===== src/rtl/ad100_pkg.sv =====
//==============================================================================
// Module      : ad100_pkg
// Description : Shared trace record type, sync byte and record byte count.
//               Record width depends on TRACE_REGS_EN.
// Revision    : 1.0 - initial release
//==============================================================================
`timescale 1ns/1ps
`default_nettype none

package ad100_pkg;

    localparam logic [7:0] TRACE_SYNC = 8'hA5;

`ifdef TRACE_REGS_EN
    localparam int TRACE_REC_BYTES = 17;

    typedef struct packed {
        logic [31:0] sp;
        logic [31:0] ra;
        logic [31:0] inst;
        logic [31:0] pc;
    } trace_rec_t;
`else
    localparam int TRACE_REC_BYTES = 9;

    typedef struct packed {
        logic [31:0] inst;
        logic [31:0] pc;
    } trace_rec_t;
`endif

    localparam int TRACE_IDX_W = $clog2(TRACE_REC_BYTES);

    // Fields sit little-endian behind the sync byte, so byte N of the frame is
    // simply the Nth octet of {record, sync}.
    function automatic logic [7:0] trace_rec_byte(
        input trace_rec_t             rec,
        input logic [TRACE_IDX_W-1:0] idx
    );
        logic [TRACE_REC_BYTES*8-1:0] flat;
        flat = {rec, TRACE_SYNC};
        return flat[{idx, 3'b000} +: 8];
    endfunction

endpackage

`default_nettype wire


===== src/rtl/uart_tx.sv =====
//==============================================================================
// Module      : uart_tx
// Description : 8N1 byte serialiser with ready/valid byte input; a new byte
//               may be accepted on the final clock of the stop bit.
// Revision    : 1.0 - initial release
//==============================================================================
`timescale 1ns/1ps
`default_nettype none

module uart_tx #(
    parameter int CLKS_PER_BIT = 16
) (
    input  logic       clk,
    input  logic       rst,
    input  logic       i_valid,
    input  logic [7:0] i_data,
    output logic       o_ready,
    output logic       o_txd
);

    localparam int                 c_cnt_w    = $clog2(CLKS_PER_BIT);
    localparam logic [c_cnt_w-1:0] c_last_clk = c_cnt_w'(CLKS_PER_BIT - 1);

    localparam logic [1:0] S_IDLE  = 2'd0;
    localparam logic [1:0] S_START = 2'd1;
    localparam logic [1:0] S_DATA  = 2'd2;
    localparam logic [1:0] S_STOP  = 2'd3;

    logic [1:0]         r_state,   w_state_nxt;
    logic [c_cnt_w-1:0] r_clk_cnt, w_clk_cnt_nxt;
    logic [2:0]         r_bit_cnt, w_bit_cnt_nxt;
    logic [7:0]         r_shift,   w_shift_nxt;
    logic               r_txd,     w_txd_nxt;
    logic               w_tick;

    assign w_tick  = (r_clk_cnt == c_last_clk);
    assign o_ready = (r_state == S_IDLE) || ((r_state == S_STOP) && w_tick);
    assign o_txd   = r_txd;

    always_ff @(posedge clk or posedge rst) begin
        if (rst) begin
            r_state   <= S_IDLE;
            r_clk_cnt <= '0;
            r_bit_cnt <= '0;
            r_shift   <= '0;
            r_txd     <= 1'b1;
        end else begin
            r_state   <= w_state_nxt;
            r_clk_cnt <= w_clk_cnt_nxt;
            r_bit_cnt <= w_bit_cnt_nxt;
            r_shift   <= w_shift_nxt;
            r_txd     <= w_txd_nxt;
        end
    end

    always_comb begin
        w_state_nxt   = r_state;
        w_clk_cnt_nxt = w_tick ? '0 : r_clk_cnt + 1'b1;
        w_bit_cnt_nxt = r_bit_cnt;
        w_shift_nxt   = r_shift;
        w_txd_nxt     = 1'b1;

        case (r_state)
            S_IDLE:  w_clk_cnt_nxt = '0;
            S_START: if (w_tick) w_state_nxt = S_DATA;
            S_DATA: begin
                if (w_tick) begin
                    w_shift_nxt   = {1'b0, r_shift[7:1]};
                    w_bit_cnt_nxt = r_bit_cnt + 1'b1;
                    if (r_bit_cnt == 3'd7) w_state_nxt = S_STOP;
                end
            end
            S_STOP:  if (w_tick) w_state_nxt = S_IDLE;
            default: w_state_nxt = S_IDLE;
        endcase

        if (i_valid && o_ready) begin
            w_state_nxt   = S_START;
            w_clk_cnt_nxt = '0;
            w_bit_cnt_nxt = '0;
            w_shift_nxt   = i_data;
        end

        // Line level is registered from the next state so it changes on bit edges only.
        case (w_state_nxt)
            S_START: w_txd_nxt = 1'b0;
            S_DATA:  w_txd_nxt = w_shift_nxt[0];
            default: w_txd_nxt = 1'b1;
        endcase
    end

endmodule

`default_nettype wire


===== src/rtl/trace_tx.sv =====
//==============================================================================
// Module      : trace_tx
// Description : Buffers retired-instruction records and streams them out as
//               UART frames. Define TRACE_REGS_EN to include ra/sp in records.
// Revision    : 1.0 - initial release
//==============================================================================
`timescale 1ns/1ps
`default_nettype none

module trace_tx
    import ad100_pkg::*;
#(
    parameter int CLKS_PER_BIT = 16,
    parameter int FIFO_DEPTH   = 4
) (
    input  logic        clk,
    input  logic        reset,
    input  logic        enable,
    input  logic        retire_valid,
    input  logic [31:0] retire_pc,
    input  logic [31:0] retire_inst,
    input  logic [31:0] retire_ra,
    input  logic [31:0] retire_sp,
    output logic        txd,
    output logic        busy,
    output logic        overflow,
    output logic [7:0]  drop_count
);

    localparam int                     c_aw       = $clog2(FIFO_DEPTH);
    localparam logic [TRACE_IDX_W-1:0] c_last_idx = TRACE_IDX_W'(TRACE_REC_BYTES - 1);

    localparam logic R_IDLE = 1'b0;
    localparam logic R_SEND = 1'b1;

    trace_rec_t                 w_in;
    trace_rec_t                 w_head;
    trace_rec_t                 r_mem [FIFO_DEPTH];
    trace_rec_t                 r_rec;
    logic [c_aw:0]              r_wr_ptr, r_rd_ptr;
    logic                       w_full, w_empty, w_req, w_push, w_drop, w_pop;
    logic                       r_state, w_state_nxt;
    logic [TRACE_IDX_W-1:0]     r_idx, w_idx_nxt;
    logic                       r_tail, w_tail_nxt;
    logic                       w_byte_valid, w_byte_ready;
    logic [7:0]                 w_byte;

`ifdef TRACE_REGS_EN
    assign w_in = '{sp: retire_sp, ra: retire_ra, inst: retire_inst, pc: retire_pc};
`else
    logic w_unused_regs;
    assign w_unused_regs = ^{retire_ra, retire_sp};
    assign w_in = '{inst: retire_inst, pc: retire_pc};
`endif

    assign w_empty = (r_wr_ptr == r_rd_ptr);
    assign w_full  = (r_wr_ptr[c_aw] != r_rd_ptr[c_aw]) &&
                     (r_wr_ptr[c_aw-1:0] == r_rd_ptr[c_aw-1:0]);
    assign w_req   = retire_valid && enable;
    // Fullness is judged before any same-cycle pop, so a push into a full FIFO always drops.
    assign w_push  = w_req && !w_full;
    assign w_drop  = w_req && w_full;
    assign w_head  = r_mem[r_rd_ptr[c_aw-1:0]];

    always_ff @(posedge clk) begin
        if (w_push) r_mem[r_wr_ptr[c_aw-1:0]] <= w_in;
        if (w_pop)  r_rec <= w_head;
    end

    always_ff @(posedge clk or posedge reset) begin
        if (reset) begin
            r_wr_ptr   <= '0;
            r_rd_ptr   <= '0;
            overflow   <= 1'b0;
            drop_count <= '0;
        end else begin
            if (w_push) r_wr_ptr <= r_wr_ptr + 1'b1;
            if (w_pop)  r_rd_ptr <= r_rd_ptr + 1'b1;
            if (w_drop) begin
                overflow <= 1'b1;
                if (drop_count != 8'hFF) drop_count <= drop_count + 1'b1;
            end
        end
    end

    always_ff @(posedge clk or posedge reset) begin
        if (reset) begin
            r_state <= R_IDLE;
            r_idx   <= '0;
            r_tail  <= 1'b0;
        end else begin
            r_state <= w_state_nxt;
            r_idx   <= w_idx_nxt;
            r_tail  <= w_tail_nxt;
        end
    end

    // r_tail: every byte of the record is handed over, waiting for the last stop bit.
    always_comb begin
        w_state_nxt = r_state;
        w_idx_nxt   = r_idx;
        w_tail_nxt  = r_tail;
        w_pop       = 1'b0;
        case (r_state)
            R_IDLE: begin
                if (!w_empty) begin
                    w_pop       = 1'b1;
                    w_state_nxt = R_SEND;
                    w_idx_nxt   = '0;
                    w_tail_nxt  = 1'b0;
                end
            end
            R_SEND: begin
                if (!r_tail) begin
                    if (w_byte_ready) begin
                        if (r_idx == c_last_idx) begin
                            if (!w_empty) begin
                                w_pop     = 1'b1;
                                w_idx_nxt = '0;
                            end else begin
                                w_tail_nxt = 1'b1;
                            end
                        end else begin
                            w_idx_nxt = r_idx + 1'b1;
                        end
                    end
                end else if (!w_empty) begin
                    w_pop      = 1'b1;
                    w_idx_nxt  = '0;
                    w_tail_nxt = 1'b0;
                end else if (w_byte_ready) begin
                    w_state_nxt = R_IDLE;
                    w_tail_nxt  = 1'b0;
                end
            end
            default: w_state_nxt = R_IDLE;
        endcase
    end

    assign w_byte_valid = (r_state == R_SEND) && !r_tail;
    assign w_byte       = trace_rec_byte(r_rec, r_idx);
    assign busy         = (r_state != R_IDLE) || !w_empty;

    uart_tx #(
        .CLKS_PER_BIT (CLKS_PER_BIT)
    ) u_uart_tx (
        .clk     (clk),
        .rst     (reset),
        .i_valid (w_byte_valid),
        .i_data  (w_byte),
        .o_ready (w_byte_ready),
        .o_txd   (txd)
    );

endmodule

`default_nettype wire


===== config.mk =====
export PLATFORM = sky130hd
export DESIGN_NAME = trace_tx
export DESIGN_NICKNAME = d
export VERILOG_FILES = /design/src/rtl/ad100_pkg.sv /design/src/rtl/uart_tx.sv /design/src/rtl/trace_tx.sv
export SDC_FILE = /design/constraint.sdc
export NUM_CORES = 1
export LEC_CHECK = 0
export BUFFER_PORTS_ARGS = -buffer_cell sky130_fd_sc_hd__buf_4
export CORE_MARGIN = 1
export CORE_UTILIZATION = 47
export CTS_BUF_LIST = sky130_fd_sc_hd__clkbuf_4 sky130_fd_sc_hd__clkbuf_8
export CTS_CLUSTER_DIAMETER = 100
export DETAILED_ROUTE_END_ITERATION = 7
export GPL_TIMING_DRIVEN = 0
export PLACE_DENSITY = 0.66
export SYNTH_ARGS = -nofsm -noshare
export SYNTH_HDL_FRONTEND = slang
export SYNTH_SLANG_ARGS = --single-unit

===== constraint.sdc =====
create_clock -name clk -period 5.1 [get_ports clk]
set_input_delay 1.02 -clock clk [delete_from_list [all_inputs] [get_ports clk]]
set_output_delay 1.02 -clock clk [all_outputs]
set_load 0.02 [all_outputs]

* Word-level counts from Yosys, hierarchy flattened
Memories as Yosys holds them, arrays and structs flattened. A register that Yosys moved wholly into a read port is not among the register bits.
Index checks and enable logic that the tools add are counted.
** Storage, ports and cells
- Bits in registers :: 39
- Bits in writable memories :: 256
- Bits of input ports :: 132
- Output and inout port bits :: 11
- Logic and storage cells :: 92
- Memories :: 1
** Cells by class
- Add/subtract/negate cells :: 6
- Equal/unequal tests :: 14
- Shift-type cells :: 1
- Muxes and demuxes :: 39
- Bitwise logic cells :: 1
- Reductions and logical operators :: 17
** Memories
- r_mem :: words 4, bits a word 64, read ports 1, clocked after Yosys merged registers in 1, write ports 1, RTL line trace_tx.sv:38 : trace_rec_t r_mem [FIFO_DEPTH];
** Operator list (number)
- indexed part select 72 x 8 -> 8 bit :: 1
- 2-to-1 mux 4 bit :: 7
- 2-to-1 mux 8 bit :: 3
- 2-to-1 mux 1 bit :: 15
- 2-to-1 mux 2 bit :: 5
- adder 3 x 1 -> 3 bit (second input constant) :: 3
- 2-to-1 mux 3 bit :: 3
- adder 4 x 1 -> 4 bit (second input constant) :: 2
- adder 8 x 1 -> 8 bit (second input constant) :: 1
- == test 4 bit (second input constant) :: 2
- inequality test 8 bit (second input constant) :: 1
- case mux 1 bit (2 select lines) :: 4
- case mux 4 bit (2 select lines) :: 1
- logical AND 1 bit :: 7
- == test 2 bit (second input constant) :: 3
- case mux 2 bit (3 select lines) :: 1
- == test 2 x 1 -> 1 bit (second input constant) :: 2
- AND reduction 2 bit :: 2
- nonzero test 2 bit :: 2
- == test 3 bit :: 1
- == test 3 bit (second input constant) :: 1
- zero test 1 bit :: 3
- inequality test 3 x 1 -> 1 bit (second input constant) :: 1
- == test 2 bit :: 1
- 5 further kinds :: 6

* Logic depth before layout (Yosys ltp)
Gate-level depths: netlist (run 1).
- Depth after elaboration :: 7
- Mapped depth :: 10
- Depth with buffers taken out :: 7

* Modules after synthesis
From an unflattened synthesis (run 1), not the netlist that was laid out.
** Second synthesis, totals
- Cells, all modules :: 665
- Area total of the unflattened synthesis :: 13849.5 µm²
** By module, submodules not included
- trace_tx :: times used 1, cells each 581, area an instance 12899.9 µm², sequential area each 10134.7 µm²
- uart_tx :: times used 1, cells each 84, area an instance 949.7 µm², sequential area each 451.7 µm²

* Least setup slack after synthesis (run 1)
OpenSTA, ideal clock, no wires.
- Path kind :: reg2reg
- Start :: register r_idx[0]
- End :: register r_rd_ptr[1]
- Library setup time :: 129 ps
- Arrival :: 3711 ps
- Required time :: 4971 ps
- Slack :: 1260 ps
- Stages on the path, launching flop included :: 10
- Buffers on the path :: 3
- Period minus slack after synthesis :: 3840 ps
- Path through :: dfrtp_1 -> buf_6 -> buf_8 -> buf_4 -> inv_1 -> ha_1 -> and3b_1 -> nand4_1 -> a21oi_2 -> mux2_1
** Between the ends
- Longest elaborated chain between the ends :: 5
** RTL lines
- start, declared :: RTL line trace_tx.sv:43 : logic [TRACE_IDX_W-1:0] r_idx, w_idx_nxt;
- start signal, assigned :: RTL line trace_tx.sv:93 : r_idx <= w_idx_nxt;
- == test 4 bit :: RTL line trace_tx.sv:116 : if (r_idx == c_last_idx) begin
- 2-to-1 mux 1 bit :: RTL line trace_tx.sv:116
- 2-to-1 mux 1 bit :: RTL line trace_tx.sv:115 : if (w_byte_ready) begin
- 2-to-1 mux 1 bit :: RTL line trace_tx.sv:114 : if (!r_tail) begin
- case mux 1 bit (2 select lines) :: RTL line trace_tx.sv:104 : case (r_state)
- net w_pop :: RTL line trace_tx.sv:41 : logic w_full, w_empty, w_req, w_push, w_drop, w_pop;
- end signal, assigned :: RTL line trace_tx.sv:78 : if (w_pop) r_rd_ptr <= r_rd_ptr + 1'b1;
- end, declared :: RTL line trace_tx.sv:40 : logic [c_aw:0] r_wr_ptr, r_rd_ptr;
The timed path passes the listed nets, and every way through them passes these cells.
A chain may end at the register's enable or synchronous reset.

* Worst setup path in the final report (run 1)
- Start :: register r_rd_ptr[2]
- End :: output busy
** Between the ends
- Longest elaborated chain between the ends :: 3
** RTL lines
- == test 3 bit :: RTL line trace_tx.sv:56 : assign w_empty = (r_wr_ptr == r_rd_ptr);
- zero test 1 bit :: RTL line trace_tx.sv:142 : assign busy = (r_state != R_IDLE) || !w_empty;
- logical OR 1 bit :: RTL line trace_tx.sv:142
- end, declared :: RTL line trace_tx.sv:25 : output logic busy,
No other way between the ends.

==> impl_results.md, run 1 <==
* Status: completed
* Hold WS at 0.443 ns
* Root Buffer: clkbuf_8
* Post-route cell area at 0.0161 sq mm
* Post-route ant nets at 0
* Reg2reg start: r_idx[1]$_DFFE_PP0P_
* Peak VDD IR at 0.000306 V
* Worst-Skew Late Latency at 0.59 ns
* LEAKAGE at 5.52 nW
* Clk_skew at 0.0243 ns
* Core footprint at 0.0288 sq mm
* Worst Hold Class: input pin to async pin
* Cells along the critical path: xnor2_1, nor3b_2, nand2b_1, buf_4
* Ys Warns at 0
* Library cells used by synthesis at 59
* Syn_nets at 801
* Met1 wire length at 10,900 um
* Post-synth ARST share at 0.109
* WL met2 at 13,100 um
* Yosys top cell area share at 0.699
* Congestion Overflow GR at 0
* Largest net degree at the start of global routing at 52
* Unrepaired setup endpoints after global routing: false
* Synthesized area per cell at 20.9 sq um
* Vias in the first global route at 7,116
* Most frequent cell after synthesis: edfxtp_1
* CP endpoint kind: output pin
* Initial antenna violation count at 0
* Fin crit share at 0.603
* Worst Tran Pin Value at 0.761 ns
* Max clock buf depth at 3
* Non-filler instance count after layout at 1,228
* Final wirelength at 26,200 um
* Post-synth top cells: edfxtp_1 (320), mux4_2 (68), dfrtp_1 (38)
* Die Area at 0.0299 sq mm
* Ranking of synthesized cells by area: edfxtp_1 (70%), mux4_2 (11%), dfrtp_1 (6.9%)
* Post-synth top area cell: edfxtp_1
* Clock share of power at 0.297
* Clock sink count at 359
* Post-DP HPWL at 16,800 um
* Placement row count at 62
* Mapped Cells at 658
* I/O pin count at 143
* Minimum clock period at 3.07 ns
* Post_cts resized at 0
* First-pass GRT wire length at 40,500 um
* Max stage delay on crit path at 0.49 ns
* Net load switching power at 2.10 mW
* Switch share at 0.275
* Vias/cell at 5.48
* RD Place Congestion at 0.853
* # port buffers at 78
* Combinational Power Share at 0.214
* Via Count at 6,726
* Final setup violation count at 0
* Worst EP arrival at 2.05 ns
* Die W at 173 um
* R2R depth at 10
* Cell Area, Synth at 0.0138 sq mm
* Htree depth at 2
* Seq pwr share at 0.490
* Number of synthesized flops with an enable pin at 320
* Layout area overhead at 17.1%
* Critical Path RT at 4.08 ns
* Reg2reg end: r_idx[3]$_DFFE_PP0P_
* CTS tree: built
* Pwr dens at 476 mW/mm^2
* TritonCTS buffer count at 54
* TritonRoute pass-1 iters at 4
* Slew Viols, Final at 0
* Die Ht at 173 um
* Max-Cap Viols at 0
* Nets at 943
* CP max-delay cell: nor3b_2
* Hold Buf Count CTS at 0
* Placed cells at 1,128
* Clock-pin slew on the worst setup and hold paths at 0.07 ns
* Final hold viol count at 0
* Total negative slack at 0 ns
* Share of cells above drive strength 1 at 0.339
* Tot GR Track Use at 0.179
* DR iter-0 viols at 591
* Post-synth top flop: edfxtp_1
* Effective utilization at floorplan at 0.478
* Final core occ at 0.560
* DRC Markers at 0
* Number of setup buffers added after CTS at 0
* Area after DPL at 0.0150 sq mm
* Worst-path fanout max at 6
* Post-synthesis register bit count at 359
* Max Used Layer: met4
* P_int at 5.56 mW
* Met3 Wirelength at 1430 um
* Sequential area share after synthesis at 0.770
* Wirelength per Cell at 21.3 um
* Crit start category: register
* Max-Slew Margin vs Limit at 0.488
* Crit path kind: register to output pin
* R2R setup slack at 2.14 ns
* Peak Freq at 0.325 GHz
* Inserted Diodes at 0
-- worst max-delay path by stage --
stage / start / end / slack, ns
3_5_place_dp: r_idx[1]$_DFFE_PP0P_ / r_idx[3]$_DFFE_PP0P_ / 2.14
5_1_grt: r_rd_ptr[2]$_DFFE_PP0P_ / busy / 1.90
2_1_floorplan: r_idx[0]$_DFFE_PP0P_ / r_rd_ptr[1]$_DFFE_PP0P_ / 1.26
4_1_cts: r_rd_ptr[2]$_DFFE_PP0P_ / busy / 2.01
3_3_place_gp: r_idx[1]$_DFFE_PP0P_ / r_rd_ptr[2]$_DFFE_PP0P_ / -0.28
6_report: r_rd_ptr[2]$_DFFE_PP0P_ / busy / 2.03
-- state kept, by name (all words and copies together) (netlist names) --
| signal | flops |
|---|---|
| overflow | 1 |
| r_rd_ptr | 3 |
| u_uart_tx.o_txd | 1 |
| r_idx | 4 |
| r_rec | 64 |
| r_tail | 1 |
| u_uart_tx.r_bit_cnt | 3 |
| u_uart_tx.r_shift | 8 |
| drop_count | 8 |
| u_uart_tx.r_clk_cnt | 4 |
| r_state | 1 |
| r_mem | 256 |
| r_wr_ptr | 3 |
| u_uart_tx.r_state | 2 |
-- worst max-delay path, delay by kind of cell, from the launching register on --
family        cells  cell delay (ns)
flops             1             0.40
xor+xnor          1             0.26
simple gates      2             0.63
buf+inv           1             0.18
-- cell type report --
cell class / instances / area [sq um]
buffer: 26 / 136
clock buffer: 73 / 905
sequential: 359 / 10600
timing repair buffer: 86 / 791
fill: 2130 / 12700
multi-input combinational: 265 / 3020
clock inverter: 27 / 161
tap: 384 / 480
inverter: 8 / 30.0
-- metal layers --
layer | vias to the layer above | GRT usage
met5 | - | 0
met2 | 227 | 0.301
met1 | 3433 | 0.234
li1 | 3002 | -
met4 | 0 | 0.0682
met3 | 64 | 0.0323
-- layout by cell type (no fill, tap or decap), drive strengths merged, types with 10 or more instances in the layout --
cell type,Yosys,routed
a21oi,10,10
buf,16,102
clkbuf,10,83
clkinv,0,23
dfrtp,38,38
edfxtp,320,320
ha,11,11
inv,8,10
mux4,70,70
nand2,23,23
nand3,12,12
nor2,15,15
nor2b,10,10
o21ai,10,10
-- power by group through the flow --
stage	sequential, mW	clock (mW)	combinational, mW
floorplan	3.80	0	1.12
finish	3.75	2.27	1.64
global placement	3.82	0	1.57
detailed placement	3.81	0	1.66
global route	3.78	2.45	1.77
CTS	3.76	2.32	1.66
-- cells by family (layout without fill, tap and decap cells) --
| kind of cell | Yosys count | after routing | share of synthesized area |
|---|---|---|---|
| adders and majority gates | 11 | 11 | 0.0100 |
| buffers and inverters | 34 | 220 | 0.0121 |
| and+or+nand+nor | 96 | 96 | 0.0389 |
| muxes | 87 | 87 | 0.129 |
| xor gates and xnor gates | 14 | 14 | 0.00892 |
| DFF | 359 | 359 | 0.770 |
| AOI/OAI and AO/OA | 57 | 57 | 0.0313 |
-- through the flow --
step / worst slack, ns / power (mW)
floorplan: 1.26 / 4.92
global placement: -0.280 / 5.38
detailed placement: 2.14 / 5.48
CTS: 2.01 / 7.74
global route: 1.90 / 8.00
finish: 2.03 / 7.67
Note: power is estimated with default switching activity, not from simulation.
==> run 2, diff against run 1 <==
--- a/config.mk
+++ b/config.mk
@@ -12,7 +12,7 @@
 export CTS_CLUSTER_DIAMETER = 100
 export DETAILED_ROUTE_END_ITERATION = 7
 export GPL_TIMING_DRIVEN = 0
-export PLACE_DENSITY = 0.66
+export PLACE_DENSITY = 0.69
 export SYNTH_ARGS = -nofsm -noshare
 export SYNTH_HDL_FRONTEND = slang
 export SYNTH_SLANG_ARGS = --single-unit
==> constraint.sdc (replaced) <==
create_clock -name clk -period 2.49 [get_ports clk]
set_input_delay 0.498 -clock clk [delete_from_list [all_inputs] [get_ports clk]]
set_output_delay 0.498 -clock clk [all_outputs]
set_load 0.02 [all_outputs]
==> run 2 against run 1 <==
Die area is the same; combinational power grew 110%; sequential share of layout area is essentially flat; routed wire length shrank 1.8%; final cell count grew 0.16%; total power grew 100%; non-clock buffer count grew 3; core utilization is essentially flat; critical endpoint is now r_idx[3]$_DFFE_PP0P_; via count grew 0.39%; sequential cell count is the same; sequential power grew 110%.
==> impl_results.md, run 2 (synthesis results as in run 1) <==
* Final setup violation count at 0 (unchanged)
* TritonCTS buffer count at 55 (was 54)
* Final hold viol count at 0 (unchanged)
* Area occupied by multi-input gates at 0.00304 sq mm (was 0.00302 sq mm)
* DRC Markers at 0 (unchanged)
* Final wirelength at 25,700 um (was 26,200 um)
* Vias/cell at 5.49 (was 5.48)
* CTS tree: built (unchanged)
* Commonest non-fill, non-tap cell in the layout: edfxtp_1 (unchanged)
* First-pass GRT wire length at 40,700 um (was 40,500 um)
* Effective utilization at floorplan at 0.478 (unchanged)
* Crit path capture: r_idx[3]$_DFFE_PP0P_ (was busy)
* DR iter-0 viols at 528 (was 591)
* Layout area overhead at 17.1% (about the same)
* Post-DP HPWL at 16,200 um (was 16,800 um)
* Die W at 173 um (unchanged)
* Nets at 947 (was 943)
* Placement row count at 62 (unchanged)
* Reg2reg end: r_idx[3]$_DFFE_PP0P_ (unchanged)
* Unrepaired setup endpoints after global routing: false (unchanged)
* CP endpoint kind: register (was output pin)
* Post-route cell area at 0.0161 sq mm (about the same)
* Post-route ant nets at 0 (unchanged)
* Crit start category: register (unchanged)
* Worst Hold Class: input pin to register (was input pin to async pin)
* P_int at 11.4 mW (was 5.56 mW)
* Tot GR Track Use at 0.178 (was 0.179)
* Fin crit share at 0.955
* R2R depth at 11 (was 10)
* Share of cells above drive strength 1 at 0.340 (was 0.339)
* Crit path launch: r_idx[1]$_DFFE_PP0P_ (was r_rd_ptr[2]$_DFFE_PP0P_)
* Crit path kind: register to register (was register to output pin)
* Clock-pin slew on the worst setup and hold paths at 0.06 ns (was 0.07 ns)
* Largest net degree at the start of global routing at 52 (unchanged)
* Status: completed (unchanged)
* Area after DPL at 0.0150 sq mm (about the same)
* Total Power at 15.7 mW (was 7.67 mW)
* Max clock buf depth at 3 (unchanged)
* Seq pwr share at 0.490 (about the same)
* Die Area at 0.0299 sq mm (unchanged)
* TritonRoute pass-1 iters at 6 (was 4)
* Peak VDD IR at 0.000447 V (was 0.000306 V)
* Net load switching power at 4.30 mW (was 2.10 mW)
* Initial antenna violation count at 1 (was 0)
* Final core occ at 0.559 (was 0.560)
* Minimum clock period at 2.38 ns
* Most frequent cells in the layout: edfxtp_1 (320), buf_4 (85), mux4_2 (68), clkbuf_8 (56), dfrtp_1 (37) (was edfxtp_1 (320), buf_4 (79), mux4_2 (68), clkbuf_8 (57), dfrtp_1 (38))
* LEAKAGE at 5.50 nW (was 5.52 nW)
* Congestion Overflow GR at 0 (unchanged)
* Critical Path RT at 2.99 ns (was 4.08 ns)
* Placed cells at 1,126 (was 1,128)
* Wirelength per Cell at 20.9 um (was 21.3 um)
* RD Place Congestion at 0.840 (was 0.853)
* Root Buffer: clkbuf_8 (unchanged)
* Worst Tran Pin Value at 0.833 ns (was 0.761 ns)
* Die Ht at 173 um (unchanged)
* Largest register FFs at 256 (unchanged)
* Core footprint at 0.0288 sq mm (unchanged)
* R2R setup slack at 0.11 ns (was 2.14 ns)
* Sequential cell area at 0.0106 sq mm (about the same)
* I/O pin count at 143 (unchanged)
* Clock share of power at 0.290 (was 0.297)
* Fillcell total at 2,126 (was 2,130)
* Hold WS at 0.103 ns (was 0.443 ns)
* Reg2reg start: r_idx[1]$_DFFE_PP0P_ (unchanged)
* Worst Hold Launch: retire_inst[10]
* Htree depth at 2 (unchanged)
* Worst EP arrival at 2.87 ns (was 2.05 ns)
* # port buffers at 78 (unchanged)
* Worst-Skew Late Latency at 0.59 ns (about the same)
* Via Count at 6,752 (was 6,726)
* Hold Buf Count CTS at 0 (unchanged)
* Max-Slew Margin vs Limit at 0.444 (was 0.488)
* Combinational Power Share at 0.220 (was 0.214)
* Clk_skew at 0.0345 ns (was 0.0243 ns)
* Non-filler instance count after layout at 1,230 (was 1,228)
* Pwr dens at 975 mW/mm^2 (was 476 mW/mm^2)
* Clock sink count at 359 (unchanged)
* Vias in the first global route at 7,269 (was 7,116)
* Switch share at 0.274 (was 0.275)
* Slew Viols, Final at 0 (unchanged)
* Max-Cap Viols at 0 (unchanged)
* Worst-path fanout max at 26 (was 6)
* Peak Freq at 0.421 GHz
-- run 2: power by group through the flow --
stage	clock (mW)	sequential, mW	combinational [mW]
floorplan	0	7.76	2.35
global placement	0	7.78	3.26
detailed placement	0	7.80	3.44
CTS	4.66	7.69	3.49
global route	4.89	7.74	3.75
finish	4.55	7.69	3.46
-- run 2: area by class of cell --
type | count | area share
flip-flops and latches | 359 | 0.658
multi-input cells | 265 | 0.189
clock buffers | 72 | 0.0553
repair buffers | 89 | 0.0480
well taps | 384 | 0.0298
clock inverters | 26 | 0.00925
plain buffers | 26 | 0.00925
inverters | 8 | 0.00202
diodes | 1 | 0.000155
-- run 2: what timing repair did --
item                                    CTS  global route
cloned                                    0             0
gates resized for setup                   2             1
pin swaps                                 1             0
endpoints found under the setup margin   69            48
buffers inserted                          5             0
-- run 2: worst max-delay path, cell delays in order (launching register included) --
cell	delay, ns
dfrtp_2	0.48
buf_4	0.24
buf_4	0.22
inv_2	0.07
ha_4	0.16
and3b_1	0.20
a21oi_1	0.26
a21oi_4	0.09
buf_4	0.15
buf_12	0.16
nand3b_1	0.16
o21ai_1	0.08
-- run 2: worst min-delay path by stage --
stage / to / slack, ns / cells after the start
3_3_place_gp: u_uart_tx.r_clk_cnt[0]$_DFF_PP0_ / 0.46 / 1
3_5_place_dp: u_uart_tx.r_clk_cnt[0]$_DFF_PP0_ / 0.47 / 1
5_1_grt: r_mem[2][43]$_DFFE_PP_ / 0.07 / 1
2_1_floorplan: u_uart_tx.r_clk_cnt[0]$_DFF_PP0_ / 0.44 / 1
4_1_cts: r_mem[1][43]$_DFFE_PP_ / 0.06 / 1
6_report: r_mem[2][42]$_DFFE_PP_ / 0.10 / 1
-- run 2: layer usage --
metal / track usage / share of wire
met4: 0.0557 / 0.020
met1: 0.231 / 0.41
met3: 0.0391 / 0.058
met5: 0 / 0
met2: 0.302 / 0.51
-- run 2: metrics by stage --
step | setup slack, ns | setup TNS [ns]
floorplan | -0.485 | -26.13
global placement | -1.43 | -251.98
detailed placement | -0.354 | -20.27
CTS | 0.0264 | 0
global route | 0.0118 | 0
finish | 0.112 | 0
==> run 3, diff against run 2 <==
--- a/config.mk
+++ b/config.mk
@@ -6,13 +6,16 @@
 export NUM_CORES = 1
 export LEC_CHECK = 0
 export BUFFER_PORTS_ARGS = -buffer_cell sky130_fd_sc_hd__buf_4
+export CELL_PAD_IN_SITES_DETAIL_PLACEMENT = 0
+export CELL_PAD_IN_SITES_GLOBAL_PLACEMENT = 2
 export CORE_MARGIN = 1
-export CORE_UTILIZATION = 47
+export CORE_UTILIZATION = 42
 export CTS_BUF_LIST = sky130_fd_sc_hd__clkbuf_4 sky130_fd_sc_hd__clkbuf_8
 export CTS_CLUSTER_DIAMETER = 100
 export DETAILED_ROUTE_END_ITERATION = 7
 export GPL_TIMING_DRIVEN = 0
-export PLACE_DENSITY = 0.69
+export PLACE_DENSITY_LB_ADDON = 0.1
 export SYNTH_ARGS = -nofsm -noshare
 export SYNTH_HDL_FRONTEND = slang
 export SYNTH_SLANG_ARGS = --single-unit
+export TNS_END_PERCENT = 20
==> run 3 against run 2 <==
Core utilization down 4.8 points; non-clock buffer count is 1 higher; clock skew is 0.0025 ns lower; sequential power about the same; global-route usage shrank 1.0 points; sequential cell count unchanged; worst hold slack worse by 0.016 ns; routed wire length rose by 7.1%; total power increased by 1.7%; cell area is 1.3% higher; die area increased by 12%.
==> impl_results.md, run 3 (synthesis results as in run 1) <==
* Max clock buf depth at 3 (unchanged)
* Max stage delay on crit path at 0.40 ns (was 0.48 ns)
* Htree depth at 2 (unchanged)
* Post-DP HPWL at 17,000 um (was 16,200 um)
* Post-route ant nets at 0 (unchanged)
* Max-Slew Margin vs Limit at 0.424 (was 0.444)
* CP endpoint kind: register (unchanged)
* Worst-path fanout max at 17 (was 26)
* Met1 wire length at 12,200 um (was 10,600 um)
* Worst-Skew Late Latency at 0.61 ns (was 0.59 ns)
* Initial antenna violation count at 1 (unchanged)
* DR iter-0 viols at 353 (was 528)
* Placement Setup Slack at -0.481 ns (was -0.354 ns)
* Post-route cell area at 0.0163 sq mm (was 0.0161 sq mm)
* Max-Cap Viols at 0 (unchanged)
* Crit start category: register (unchanged)
* LEAKAGE at 5.57 nW (was 5.50 nW)
* Final hold viol count at 0 (unchanged)
* Root Buffer: clkbuf_8 (unchanged)
* CP max-delay cell: dfrtp_1 (was dfrtp_2)
* Placement row count at 65 (was 62)
* First-pass GRT wire length at 41,600 um (was 40,700 um)
* Wirelength per Cell at 21.3 um (was 20.9 um)
* Peak VDD IR at 0.000537 V (was 0.000447 V)
* Nets at 953 (was 947)
* Tot GR Track Use at 0.168 (was 0.178)
* Clk_skew at 0.0321 ns (was 0.0345 ns)
* RD Place Congestion at 0.775 (was 0.840)
* Minimum clock period at 2.42 ns (was 2.38 ns)
* I/O pin count at 143 (unchanged)
* Cells along the critical path: buf_6, buf_8, buf_8, inv_4, ha_4, and3b_2, nand4_1, a21oi_4, buf_16, buf_16 (was buf_4, buf_4, inv_2, ha_4, and3b_1, a21oi_1, a21oi_4, buf_4, buf_12, nand3b_1, o21ai_1)
* Core footprint at 0.0319 sq mm (was 0.0288 sq mm)
* Largest net degree at the start of global routing at 52 (unchanged)
* Final wirelength at 27,500 um (was 25,700 um)
* Clock sink count at 359 (unchanged)
* Slew Viols, Final at 0 (unchanged)
* Most frequent cells in the layout: edfxtp_1 (320), buf_4 (83), mux4_2 (68), clkbuf_8 (59), dfrtp_1 (37) (was edfxtp_1 (320), buf_4 (85), mux4_2 (68), clkbuf_8 (56), dfrtp_1 (37))
* Vias/cell at 5.11 (was 5.49)
* Worst Tran Pin Value at 0.862 ns (was 0.833 ns)
* Commonest non-fill, non-tap cell in the layout: edfxtp_1 (unchanged)
* Worst Hold Class: input pin to register (unchanged)
* Placed cells at 1,178 (was 1,126)
* Effective utilization at floorplan at 0.431 (was 0.478)
* Met3 Wirelength at 1130 um (was 1500 um)
* Crit path kind: register to register (unchanged)
* Setup WS post-layout at 0.0720 ns (was 0.112 ns)
* # port buffers at 78 (unchanged)
* Status: completed (unchanged)
* Area after DPL at 0.0151 sq mm (was 0.0150 sq mm)
* Die Area at 0.0335 sq mm (was 0.0299 sq mm)
* Largest register FFs at 256 (unchanged)
* TritonRoute pass-1 iters at 4 (was 6)
* WL met2 at 13,600 um (was 13,100 um)
* Critical Path RT at 2.78 ns (was 2.99 ns)
* Worst EP arrival at 2.71 ns (was 2.87 ns)
* R2R setup slack at 0.07 ns (was 0.11 ns)
* Inserted Diodes at 0 (was 1)
* Die Ht at 183 um (was 173 um)
* Vias in the first global route at 7,115 (was 7,269)
* Total Power at 16.0 mW (was 15.7 mW)
* Max Used Layer: met4 (unchanged)
* Via Count at 6,589 (was 6,752)
* Congestion Overflow GR at 0 (unchanged)
* Pwr dens at 979 mW/mm^2 (was 975 mW/mm^2)
* DRC Markers at 0 (unchanged)
* Die W at 183 um (was 173 um)
* Share of cells above drive strength 1 at 0.353 (was 0.340)
* Fin crit share at 0.971 (was 0.955)
* TritonCTS buffer count at 59 (was 55)
* Final setup violation count at 0 (unchanged)
* Unrepaired setup endpoints after global routing: true (was false)
* CTS tree: built (unchanged)
* Peak Freq at 0.414 GHz (was 0.421 GHz)
* Layout area overhead at 18.6% (was 17.1%)
* Clock-pin slew on the worst setup and hold paths at 0.06 ns (about the same)
* Non-filler instance count after layout at 1,290 (was 1,230)
==> run 3: worst paths after layout <==
path	startpoint	cells past startpoint	end
max in group asynchronous	reset	2	r_idx[1]$_DFFE_PP0P_
worst min-delay path	retire_pc[16]	1	r_mem[0][16]$_DFFE_PP_
worst max register to register	r_idx[0]$_DFFE_PP0P_	10	r_rec[46]$_DFFE_PP_
worst max-delay path	r_idx[0]$_DFFE_PP0P_	10	r_rec[46]$_DFFE_PP_
min in group asynchronous	reset	2	overflow$_DFFE_PP0P_
worst min register to register	overflow$_DFFE_PP0P_	1	overflow$_DFFE_PP0P_
==> run 3: final cells by class <==
type	count	area, sq um
plain buffers	26	149
clock buffers	79	962
clock inverters	27	133
fillers	2659	15600
inverters	8	32.5
multi-input cells	266	3060
flip-flops and latches	359	10600
well taps	435	544
repair buffers	90	841
==> run 3: layer usage <==
layer / global-route usage / vias to the layer above
met4: 0.0490 / 0
met1: 0.223 / 3384
met2: 0.283 / 130
met3: 0.0326 / 48
met5: 0 / -
li1: - / 3027
==> run 3: critical path: cells and delay by family, from the launching register on <==
kind	cells	cell delay, ns
buf+inv	6	0.95
flops	1	0.40
simple gates	2	0.37
compound gates	1	0.28
fa+ha+maj	1	0.12
==> run 3: power breakdown <==
group	switching, mW	leakage [nW]	total (mW)	internal [mW]
logic	1.94	1.61	3.54	1.60
registers	0.282	3.37	7.67	7.39
clock network	2.24	0.590	4.76	2.51
==> run 3: metrics by stage <==
| stage | setup TNS [ns] | hold WS, ns | util |
|---|---|---|---|
| floorplan | -126.20 | 0.444 | - |
| global placement | -546.96 | 0.457 | 0.468 |
| detailed placement | -23.06 | 0.463 | 0.474 |
| CTS | -0.00629 | 0.0450 | 0.510 |
| global route | -0.00433 | 0.0621 | 0.511 |
| finish | 0 | 0.0876 | 0.511 |
==> run 3: timing repair <==
item / in CTS / in global routing
setup buffers: 2 / 3
setup endpoints to repair: 69 / 126
cloned: 0 / 1
pin swaps: 1 / 3
resized for setup: 4 / 3
hold buffers: 0 / 0
